<file path="src/rtl/cook_timer_ctrl.sv">
`default_nettype none
// ============================================================================
// cook_timer_ctrl : keypad entry, load/count sequencing and magnetron gating
//                   for a four-digit BCD microwave countdown chain.
// Revision: 1.0
// ============================================================================
module cook_timer_ctrl #(
  parameter int TICK_DIV    = 100,
  parameter int DONE_CYCLES = 3
) (
  input  logic        clock,
  input  logic        clearn,
  input  logic        key_valid,
  input  logic [3:0]  key_digit,
  input  logic        start,
  input  logic        stop,
  input  logic        door_closed,
  input  logic        timer_zero,
  output logic [15:0] load_data,
  output logic        loadn,
  output logic        count_en,
  output logic        chain_clearn,
  output logic        magnetron_on,
  output logic        done,
  output logic [2:0]  state
);

  localparam int PW = (TICK_DIV > 1) ? $clog2(TICK_DIV) : 1;
  localparam int DW = $clog2(DONE_CYCLES + 1);
  localparam logic [PW-1:0] PRESC_LAST = PW'(TICK_DIV - 1);
  localparam logic [DW-1:0] DONE_LAST  = DW'(DONE_CYCLES - 1);

  typedef enum logic [2:0] {
    S_IDLE  = 3'd0,
    S_ENTRY = 3'd1,
    S_LOAD  = 3'd2,
    S_COOK  = 3'd3,
    S_PAUSE = 3'd4,
    S_DONE  = 3'd5
  } state_t;

  state_t        cur, nxt;
  logic [15:0]   entry, entry_nxt;
  logic [PW-1:0] presc, presc_nxt;
  logic [DW-1:0] dcnt, dcnt_nxt;
  logic          clear_exit;
  logic          key_ok;

  assign key_ok = key_valid && (key_digit <= 4'd9);

  always_ff @(posedge clock or negedge clearn) begin
    if (!clearn) begin
      cur   <= S_IDLE;
      entry <= 16'h0000;
      presc <= '0;
      dcnt  <= '0;
    end else begin
      cur   <= nxt;
      entry <= entry_nxt;
      presc <= presc_nxt;
      dcnt  <= dcnt_nxt;
    end
  end

  always_comb begin
    nxt          = cur;
    entry_nxt    = entry;
    presc_nxt    = presc;
    dcnt_nxt     = dcnt;
    clear_exit   = 1'b0;
    loadn        = 1'b1;
    count_en     = 1'b0;
    magnetron_on = 1'b0;
    done         = 1'b0;

    case (cur)
      S_IDLE: begin
        if (key_ok) begin
          nxt       = S_ENTRY;
          entry_nxt = {entry[11:0], key_digit};
        end
      end
      S_ENTRY: begin
        if (key_ok) entry_nxt = {entry[11:0], key_digit};
        if (stop) begin
          nxt        = S_IDLE;
          clear_exit = 1'b1;
        end else if (start && door_closed && (entry != 16'h0000)) begin
          nxt = S_LOAD;
        end
      end
      S_LOAD: begin
        loadn     = 1'b0;
        nxt       = S_COOK;
        presc_nxt = '0;
      end
      S_COOK: begin
        magnetron_on = door_closed;
        // Never strobe the chain once it reads zero, or it would wrap.
        count_en = (presc == PRESC_LAST) && !timer_zero && door_closed && !stop;
        if (timer_zero) begin
          nxt = S_DONE;
        end else if (stop || !door_closed) begin
          nxt = S_PAUSE;
        end else begin
          presc_nxt = (presc == PRESC_LAST) ? '0 : presc + PW'(1);
        end
      end
      S_PAUSE: begin
        if (stop) begin
          nxt        = S_IDLE;
          clear_exit = 1'b1;
        end else if (start && door_closed) begin
          nxt = S_COOK;
        end
      end
      S_DONE: begin
        done = 1'b1;
        if (stop || (dcnt == DONE_LAST)) begin
          nxt        = S_IDLE;
          clear_exit = 1'b1;
          dcnt_nxt   = '0;
        end else begin
          dcnt_nxt = dcnt + DW'(1);
        end
      end
      default: nxt = S_IDLE;
    endcase

    if (clear_exit) entry_nxt = 16'h0000;
  end

  assign chain_clearn = !clear_exit;
  assign load_data    = entry;
  assign state        = cur;

endmodule
`default_nettype wire
</file>
<file path="config.mk">
export PLATFORM = sky130hd
export DESIGN_NAME = cook_timer_ctrl
export DESIGN_NICKNAME = d
export VERILOG_FILES = /design/src/rtl/cook_timer_ctrl.sv
export SDC_FILE = /design/constraint.sdc
export NUM_CORES = 1
export LEC_CHECK = 0
export CORE_MARGIN = 2
export CORE_UTILIZATION = 50
export CTS_CLUSTER_DIAMETER = 100
export DETAILED_ROUTE_END_ITERATION = 10
export PLACE_DENSITY = 0.77
export SETUP_SLACK_MARGIN = 0.02
export SLEW_MARGIN = 20
export SYNTH_ARGS = -nofsm -noshare
export SYNTH_HDL_FRONTEND = slang
export SYNTH_SLANG_ARGS = --single-unit
</file>
<file path="constraint.sdc">
create_clock -name clock -period 4.5 [get_ports clock]
set_input_delay 0.45 -clock clock [delete_from_list [all_inputs] [get_ports clock]]
set_output_delay 0.45 -clock clock [all_outputs]
set_load 0.05 [all_outputs]
</file>
==> results of run 1 <==
==> worst max-delay path: stages <==
cell	delay, ns
clkdlybuf4s50_1	0.54
or3b_4	0.45
nor2_1	0.19
and3_1	0.19
clkdlybuf4s50_1	0.80
==> cell type report <==
cell class                 count  area (sq um)  share of cell area
clock buffer                   3          22.5              0.0119
clock inverter                 1          30.0              0.0159
inverter                       5          18.8             0.00993
multi-input combinational    106           723               0.383
sequential                    28           701               0.371
tap                           31          38.8              0.0205
timing repair buffer          36           355               0.188
==> cell usage after synthesis, types with 2 or more instances <==
| cell type | n |
|---|---|
| and3_1 | 2 |
| a21o_1 | 2 |
| o21ai_0 | 9 |
| nand2_1 | 4 |
| nand2b_1 | 2 |
| a21oi_1 | 5 |
| a31oi_1 | 2 |
| inv_1 | 5 |
| dfrtp_1 | 28 |
| ha_1 | 2 |
| a2bb2oi_1 | 2 |
| nand3_1 | 4 |
| nor4_1 | 4 |
| or2_2 | 2 |
| a32o_1 | 2 |
| nor2_1 | 24 |
| buf_2 | 2 |
| nor3_1 | 2 |
| mux2i_1 | 17 |
| buf_4 | 2 |
==> final timing paths <==
kind	from	endpoint	slack (ns)	cells past startpoint
setup / recovery	door_closed	count_en	1.43	5
hold / removal	clearn	presc[2]$_DFFE_PN0P_	0.48	2
setup reg to reg	state[1]$_DFFE_PN0P_	load_data[6]$_DFFE_PN0P_	2.59	4
hold reg to reg	presc[6]$_DFFE_PN0P_	presc[6]$_DFFE_PN0P_	0.50	1
max in group asynchronous	clearn	load_data[6]$_DFFE_PN0P_	3.77	2
min in group clock	presc[6]$_DFFE_PN0P_	presc[6]$_DFFE_PN0P_	0.50	1
==> flip-flops by register name (all words and copies together) (netlist names) <==
| register | count |
|---|---|
| load_data | 16 |
| dcnt | 2 |
| state | 3 |
| presc | 7 |
==> power breakdown <==
part / total [mW] / leakage [nW] / internal, mW / switching [mW]
Combinational: 0.702 / 0.486 / 0.260 / 0.442
Sequential: 0.426 / 0.378 / 0.327 / 0.0991
Clock: 0.161 / 0.0279 / 0.0901 / 0.0704
==> logic make-up (layout without fill, tap and decap cells) <==
family / count (synthesis) / in the layout / synth area share
simple gates: 54 / 54 / 0.193
compound gates: 32 / 32 / 0.159
flops: 28 / 28 / 0.477
mux: 18 / 18 / 0.124
buf+inv: 9 / 45 / 0.0298
fa+ha+maj: 2 / 2 / 0.0170
==> per-stage QoR <==
| step | setup WS [ns] | area (sq um) | cells | hold WS [ns] |
|---|---|---|---|---|
| floorplan | 2.23 | 1470 | 143 | 0.154 |
| global placement | 1.49 | 1840 | 206 | 0.465 |
| detailed placement | 1.45 | 1840 | 206 | 0.473 |
| CTS | 1.44 | 1890 | 210 | 0.475 |
| global route | 1.36 | 1890 | 210 | 0.494 |
| finish | 1.43 | 1890 | 210 | 0.481 |
==> layer usage <==
layer / GRT usage / wire (um)
met5: 0 / 0
met4: 0.0532 / 27
met3: 0.0446 / 148
met2: 0.339 / 1540
met1: 0.262 / 1380
==> flow_metrics.py, run 1 <==
metrics = {
    "sta": {
        "setup_tns_ns": 0,
        "slew_viol_final": 0,
        "fmax_mhz": 326,
        "fin_crit_sh": 0.682,
        "skew_ns": 0.00625,
        "fin_crit_ns": 3.07,
        "relSlewSlack": 0.375,
        "setup_viol": 0,
        "rsz0062_at_grt": "no",
        "hold_violations": 0,
        "worstMarginPinSlew_ns": 0.935,
    },
    "route": {
        "drc": 0,
        "via_per_inst": 5.88,
        "wl_per_cell_um": 14.8,
        "dr.pass1.iters": 4,
        "wl_um": 3100,
        "vias": 1235,
        "drt_iter0_drc": 35,
        "ant_nets": 0,
    },
    "power": {
        "peakVddDrop_v": 0.000528,
        "power_mw": 1.29,
        "p_per_area_nw_per_um2": 682,
        "p_leak_nw": 0.892,
    },
    "yosys": {
        "yosys-top-cells-area": "dfrtp_1, mux2i_1, nor2_1",
        "synth_cell_types": 41,
        "syn_inst": 143,
        "syn_area_sq_um": 1470,
        "synth_ff_type": "dfrtp_1",
        "synth_seq_cells": 28,
        "ys_seq_area_frac": 0.477,
        "syn_nets": 156,
        "synth_top_area_frac": 0.477,
        "post_synth.cell_area_avg_sq_um": 10.3,
        "synthArstFlopShare": 1.00,
        "synth_largest_area_cell": "dfrtp_1",
        "yosys_warnings": 0,
        "synth-edff-count": 0,
    },
    "final_layout": {
        "layout_common_cells": "clkdlybuf4s50_1, dfrtp_1, nor2_1",
        "area.growth.synth_to_final_pct": 28.7,
        "drive_above_1_share": 0.0782,
        "fin_util": 0.679,
        "fillers": 222,
        "nNetsFinal": 193,
        "layout_commonest_cell": "clkdlybuf4s50_1",
        "antenna_cells": 0,
    },
    "die": {
        "num_io_pins": 35,
        "die_height_um": 58.2,
        "die_w_um": 58.2,
        "die-area_sq_um": 3380,
        "fp-row-count": 19,
        "start_util": 0.528,
        "core_sq_um": 2780,
    },
    "global_routing": {
        "grt.overflow.total": 0,
        "grt_pass1_vias": 1127,
        "grt_pass1_wl_um": 5250,
        "grt_max_degree": 29,
        "antenna_found_initial": 0,
        "grt_usage": 0.201,
    },
    "clock_network": {
        "cts_buffer_depth": 2,
        "clock_sinks": 28,
        "clk_latency_ns": 0.33,
        "cts_tree": "done",
        "cts_setup_buffers": 0,
        "post_cts_resized": 0,
        "root_buffer": "clkbuf_4",
        "path_clk_slew_ns": 0.14,
        "cts_hold_buf": 0,
        "htreeDepth": 1,
        "cts_made_buffers": 3,
    },
    "setup_path": {
        "crit_fanout": 5,
        "worst_ep_required_time_ns": 4.05,
        "worstPathArrival_ns": 2.62,
        "start_kind": "input port",
        "worst_setup_path_end_kind": "primary output",
        "critPathKind": "input port to primary output",
    },
    "outcome": {
        "outcome": "finished clean",
    },
    "placed_design": {
        "port_buffers": 34,
        "gp_congestion": 0.788,
        "dp_hpwl_um": 2350,
    },
    "job": {
        "cap_violations": 0,
    },
    "hold_path": {
        "hold_path_class": "input port to asynchronous set/reset pin",
    },
}
No activity file was read; power rests on OpenSTA's default activity.
==> run 2: changes to the inputs <==
--- a/config.mk
+++ b/config.mk
@@ -6,10 +6,10 @@
 export NUM_CORES = 1
 export LEC_CHECK = 0
 export CORE_MARGIN = 2
-export CORE_UTILIZATION = 50
+export CORE_UTILIZATION = 49
 export CTS_CLUSTER_DIAMETER = 100
 export DETAILED_ROUTE_END_ITERATION = 10
-export PLACE_DENSITY = 0.77
+export PLACE_DENSITY = 0.76
 export SETUP_SLACK_MARGIN = 0.02
 export SLEW_MARGIN = 20
 export SYNTH_ARGS = -nofsm -noshare
==> constraint.sdc (replaced) <==
create_clock -name clock -period 2.9 [get_ports clock]
set_input_delay 0.29 -clock clock [delete_from_list [all_inputs] [get_ports clock]]
set_output_delay 0.29 -clock clock [all_outputs]
set_load 0.05 [all_outputs]
==> run 2 against run 1 <==
Against the previous run:
- the flow now finishes with violations (DRC)
- combinational power rose by 57%
- cell count rose by 0.48%
- routed wire length rose by 7.8%
- via count rose by 0.65%
- design area fell by 0.73%
- largest power group unchanged
==> flow_metrics.py, run 2 (synthesized netlist as in run 1, its figures left out) <==
metrics = {
    "die": {
        "core_sq_um": 2810,
        "die-area_sq_um": 3450,
        "start_util": 0.523,
        "die_w_um": 58.7,
        "fp-row-count": 19,
        "num_io_pins": 35,
        "die_height_um": 58.7,
    },
    "clock_network": {
        "post_cts_resized": 0,
        "htreeDepth": 1,
        "cts_buffer_depth": 2,
        "cts_made_buffers": 3,
        "root_buffer": "clkbuf_4",
        "cts_tree": "done",
        "clk_latency_ns": 0.34,
        "cts_hold_buf": 0,
        "clock_sinks": 28,
        "path_clk_slew_ns": 0.15,
        "cts_setup_buffers": 0,
    },
    "sta": {
        "fin_crit_sh": 0.861,
        "skew_ns": 0.0135,
        "setup_tns_ns": 0,
        "setup_viol": 0,
        "slew_viol_final": 0,
        "rsz0062_at_grt": "no",
        "fin_crit_ns": 2.50,
        "worstMarginPinSlew_ns": 0.610,
        "fmax_mhz": 400,
        "hold_violations": 0,
        "relSlewSlack": 0.583,
    },
    "route": {
        "drt_iter0_drc": 43,
        "via_per_inst": 5.89,
        "drc": 2,
        "dr.pass1.iters": 7,
        "wl_um": 3340,
        "ant_nets": 0,
        "wl_per_cell_um": 15.8,
        "vias": 1243,
    },
    "setup_path": {
        "slowest_delay_ns": 0.82,
        "critPathTopFamily": "buffers and inverters",
        "critPathKind": "flip-flop to primary output",
        "critPathSlowestCell": "clkdlybuf4s50_1",
        "worst_setup_path_end_kind": "primary output",
        "start_kind": "flip-flop",
        "crit_chain": "nand3b_2 > nor2_1 > clkdlybuf4s50_1",
        "crit_buf_inv": 1,
        "worst_ep_required_time_ns": 2.61,
        "r2r_start": "state[0]$_DFFE_PN0P_",
        "r2r_slack_ns": 1.15,
        "crit_fanout": 13,
        "reg2regPathDepth": 4,
        "r2r_end": "state[1]$_DFFE_PN0P_",
        "worstPathArrival_ns": 2.21,
    },
    "final_layout": {
        "layout_common_cells": "clkdlybuf4s50_1, dfrtp_1, nor2_1",
        "final_cell_area_sq_um": 1880,
        "final_cells": 211,
        "layout_commonest_cell": "clkdlybuf4s50_1",
        "antenna_cells": 0,
        "nNetsFinal": 194,
        "drive_above_1_share": 0.0944,
        "largest_reg_flops": 16,
        "area.growth.synth_to_final_pct": 27.8,
        "fillers": 240,
    },
    "global_routing": {
        "grt.overflow.total": 0,
        "grt_pass1_vias": 1257,
        "antenna_found_initial": 0,
        "grt_pass1_wl_um": 5840,
        "grt_max_degree": 29,
        "grt_usage": 0.224,
    },
    "hold_path": {
        "hold_path_class": "input port to asynchronous set/reset pin",
    },
    "outcome": {
        "violations": "DRC",
        "outcome": "complete, but fails checks",
    },
    "placed_design": {
        "dp_hpwl_um": 2520,
        "gp_congestion": 0.852,
        "port_buffers": 34,
        "dpl.cell_count": 207,
        "place_area_sq_um": 1840,
    },
    "job": {
        "cap_violations": 0,
    },
    "power": {
        "p_leak_nw": 0.892,
        "p_per_area_nw_per_um2": 1040,
        "peakVddDrop_v": 0.000441,
    },
}
## run 2: cell type report
cell class              count  area (sq um)  share of cell area
flip-flops and latches     28           701               0.374
clock buffers               4          36.3              0.0193
multi-input cells         106           723               0.386
repair buffers             37           358               0.191
inverters                   5          18.8              0.0100
well taps                  31          38.8              0.0207
## run 2: routing by layer
metal / GRT usage / wire length [um]
met3: 0.0264 / 110
met1: 0.282 / 1430
met2: 0.383 / 1720
met4: 0.107 / 78
met5: 0 / 0
## run 2: per-stage QoR
stage                util  worst slack, ns  total power [mW]  hold WS, ns
detailed placement  0.656            0.757              1.77        0.473
CTS                 0.669            0.384              1.97        0.304
global route        0.669            0.264              2.08        0.335
finish              0.669            0.403              1.96        0.303
floorplan               -            0.795              1.41     -0.00559
global placement    0.656            0.806              1.75        0.469
## run 2: how the worst max path moves through the flow
stage                              end  cells past startpoint                  from  slack [ns]
after floorplan           chain_clearn                      6  state[0]$_DFFE_PN0P_        0.79
after global placement        count_en                      5           door_closed        0.81
after detailed placement      count_en                      5           door_closed        0.76
after CTS                 magnetron_on                      3  state[0]$_DFFE_PN0P_        0.38
after global routing      magnetron_on                      3  state[0]$_DFFE_PN0P_        0.26
final                     magnetron_on                      3  state[0]$_DFFE_PN0P_        0.40
## run 2: where the power goes
part,switching (mW),internal (mW),total (mW),leakage [nW]
Clock,0.118,0.0771,0.195,0.0210
Combinational,0.698,0.402,1.10,0.493
Sequential,0.153,0.507,0.661,0.378
==> run 3: changes to the inputs <==
==> constraint.sdc (replaced) <==
create_clock -name clock -period 2.7 [get_ports clock]
set_input_delay 0.27 -clock clock [delete_from_list [all_inputs] [get_ports clock]]
set_output_delay 0.27 -clock clock [all_outputs]
set_load 0.05 [all_outputs]
==> run 3 against run 2 <==
Against the previous run:
- routed wire length up 0.66%
- sequential cell count unchanged
- register-to-register slack worse by 0.29 ns
- first-iteration DRC count up 28%
- the flow still finishes with violations (DRC)
- total power up 11%
- non-clock buffer count unchanged
- hold slack worse by 0.0016 ns
- count of clock-buffer cells in the layout down 1
- cell count unchanged
==> flow_metrics.py, run 3 (synthesized netlist as in run 1, its figures left out) <==
metrics = {
    "outcome": {
        "outcome": "complete, but fails checks",
        "violations": "DRC",
    },
    "die": {
        "die_height_um": 58.7,
        "die-area_sq_um": 3450,
        "start_util": 0.523,
        "num_io_pins": 35,
        "core_sq_um": 2810,
        "fp-row-count": 19,
        "die_w_um": 58.7,
    },
    "clock_network": {
        "path_clk_slew_ns": 0.15,
        "clk_latency_ns": 0.33,
        "cts_tree": "done",
        "htreeDepth": 1,
        "root_buffer": "clkbuf_4",
        "clock_sinks": 28,
        "cts_setup_buffers": 0,
        "cts_buffer_depth": 2,
        "cts_made_buffers": 3,
        "post_cts_resized": 0,
        "cts_hold_buf": 0,
    },
    "final_layout": {
        "layout_common_cells": "clkdlybuf4s50_1, dfrtp_1, nor2_1",
        "nNetsFinal": 194,
        "largest_reg_flops": 16,
        "layout_commonest_cell": "clkdlybuf4s50_1",
        "fin_util": 0.679,
        "fillers": 222,
        "final_cells": 211,
        "area.growth.synth_to_final_pct": 29.8,
        "drive_above_1_share": 0.0944,
        "antenna_cells": 0,
    },
    "setup_path": {
        "worst_ep_required_time_ns": 2.43,
        "worstPathArrival_ns": 2.21,
        "r2r_slack_ns": 0.86,
        "crit_chain": "nand3b_2 > nor2_1 > clkdlybuf4s50_1",
        "critPathKind": "flip-flop to primary output",
        "worst_setup_path_end_kind": "primary output",
        "critPathSlowestCell": "clkdlybuf4s50_1",
        "reg2regPathDepth": 4,
        "start_kind": "flip-flop",
        "crit_buf_inv": 1,
        "slowest_delay_ns": 0.82,
        "critPathTopFamily": "buffers and inverters",
        "crit_fanout": 13,
        "r2r_end": "state[1]$_DFFE_PN0P_",
        "r2r_start": "state[0]$_DFFE_PN0P_",
    },
    "route": {
        "via_per_inst": 5.83,
        "drt_iter0_drc": 55,
        "vias": 1230,
        "drc": 2,
        "wl_um": 3360,
        "dr.pass1.iters": 7,
        "ant_nets": 0,
        "wl_per_cell_um": 15.9,
    },
    "sta": {
        "worstMarginPinSlew_ns": 0.546,
        "slew_viol_final": 0,
        "fin_crit_sh": 0.917,
        "setup_tns_ns": 0,
        "relSlewSlack": 0.626,
        "hold_violations": 0,
        "fmax_mhz": 404,
        "setup_viol": 0,
        "skew_ns": 0.00530,
        "rsz0062_at_grt": "no",
        "fin_crit_ns": 2.48,
    },
    "global_routing": {
        "grt_pass1_wl_um": 5580,
        "grt_max_degree": 29,
        "antenna_found_initial": 0,
        "grt_usage": 0.212,
        "grt.overflow.total": 0,
        "grt_pass1_vias": 1196,
    },
    "power": {
        "peakVddDrop_v": 0.000535,
        "p_leak_nw": 0.902,
        "p_per_area_nw_per_um2": 1140,
    },
    "placed_design": {
        "port_buffers": 34,
        "dpl.cell_count": 207,
        "gp_congestion": 0.882,
        "dp_hpwl_um": 2440,
    },
    "job": {
        "cap_violations": 0,
    },
    "hold_path": {
        "hold_path_class": "input port to asynchronous set/reset pin",
    },
}
run 3: worst max path at each step:
stage | to | slack, ns | from | cells past startpoint
after floorplan | chain_clearn | 0.61 | state[0]$_DFFE_PN0P_ | 6
after global placement | count_en | 0.64 | door_closed | 5
after detailed placement | count_en | 0.57 | stop | 5
after CTS | magnetron_on | 0.22 | state[0]$_DFFE_PN0P_ | 3
after global routing | magnetron_on | 0.11 | state[0]$_DFFE_PN0P_ | 3
final | magnetron_on | 0.22 | state[0]$_DFFE_PN0P_ | 3
run 3: final cells by class:
type | instances | area [sq um] | share of cell area
Timing Repair Buffer | 37 | 370 | 0.194
Inverter | 5 | 18.8 | 0.00986
Clock inverter | 1 | 30.0 | 0.0158
Clock buffer | 3 | 22.5 | 0.0118
Multi-Input combinational cell | 106 | 723 | 0.380
Tap cell | 31 | 38.8 | 0.0204
Sequential cell | 28 | 701 | 0.368
run 3: layer usage:
metal  part of all wire  GRT usage
met4              0.011     0.0877
met3              0.029     0.0242
met2               0.53      0.356
met5                  0          0
met1               0.43      0.278
run 3: report_power, final:
part | switching [mW] | internal (mW) | total [mW]
clock | 0.125 | 0.150 | 0.275
combinational | 0.755 | 0.431 | 1.19
sequential | 0.163 | 0.545 | 0.708
total | 1.04 | 1.13 | 2.17
run 3: through the flow:
step / power, mW / instance area, sq um / worst slack, ns / hold slack [ns]
2_1_floorplan: 1.52 / 1470 / 0.615 / -0.0256
3_3_place_gp: 1.88 / 1850 / 0.637 / 0.468
3_5_place_dp: 1.90 / 1850 / 0.573 / 0.478
4_1_cts: 2.19 / 1900 / 0.216 / 0.302
5_1_grt: 2.30 / 1900 / 0.108 / 0.298
6_report: 2.17 / 1900 / 0.225 / 0.301
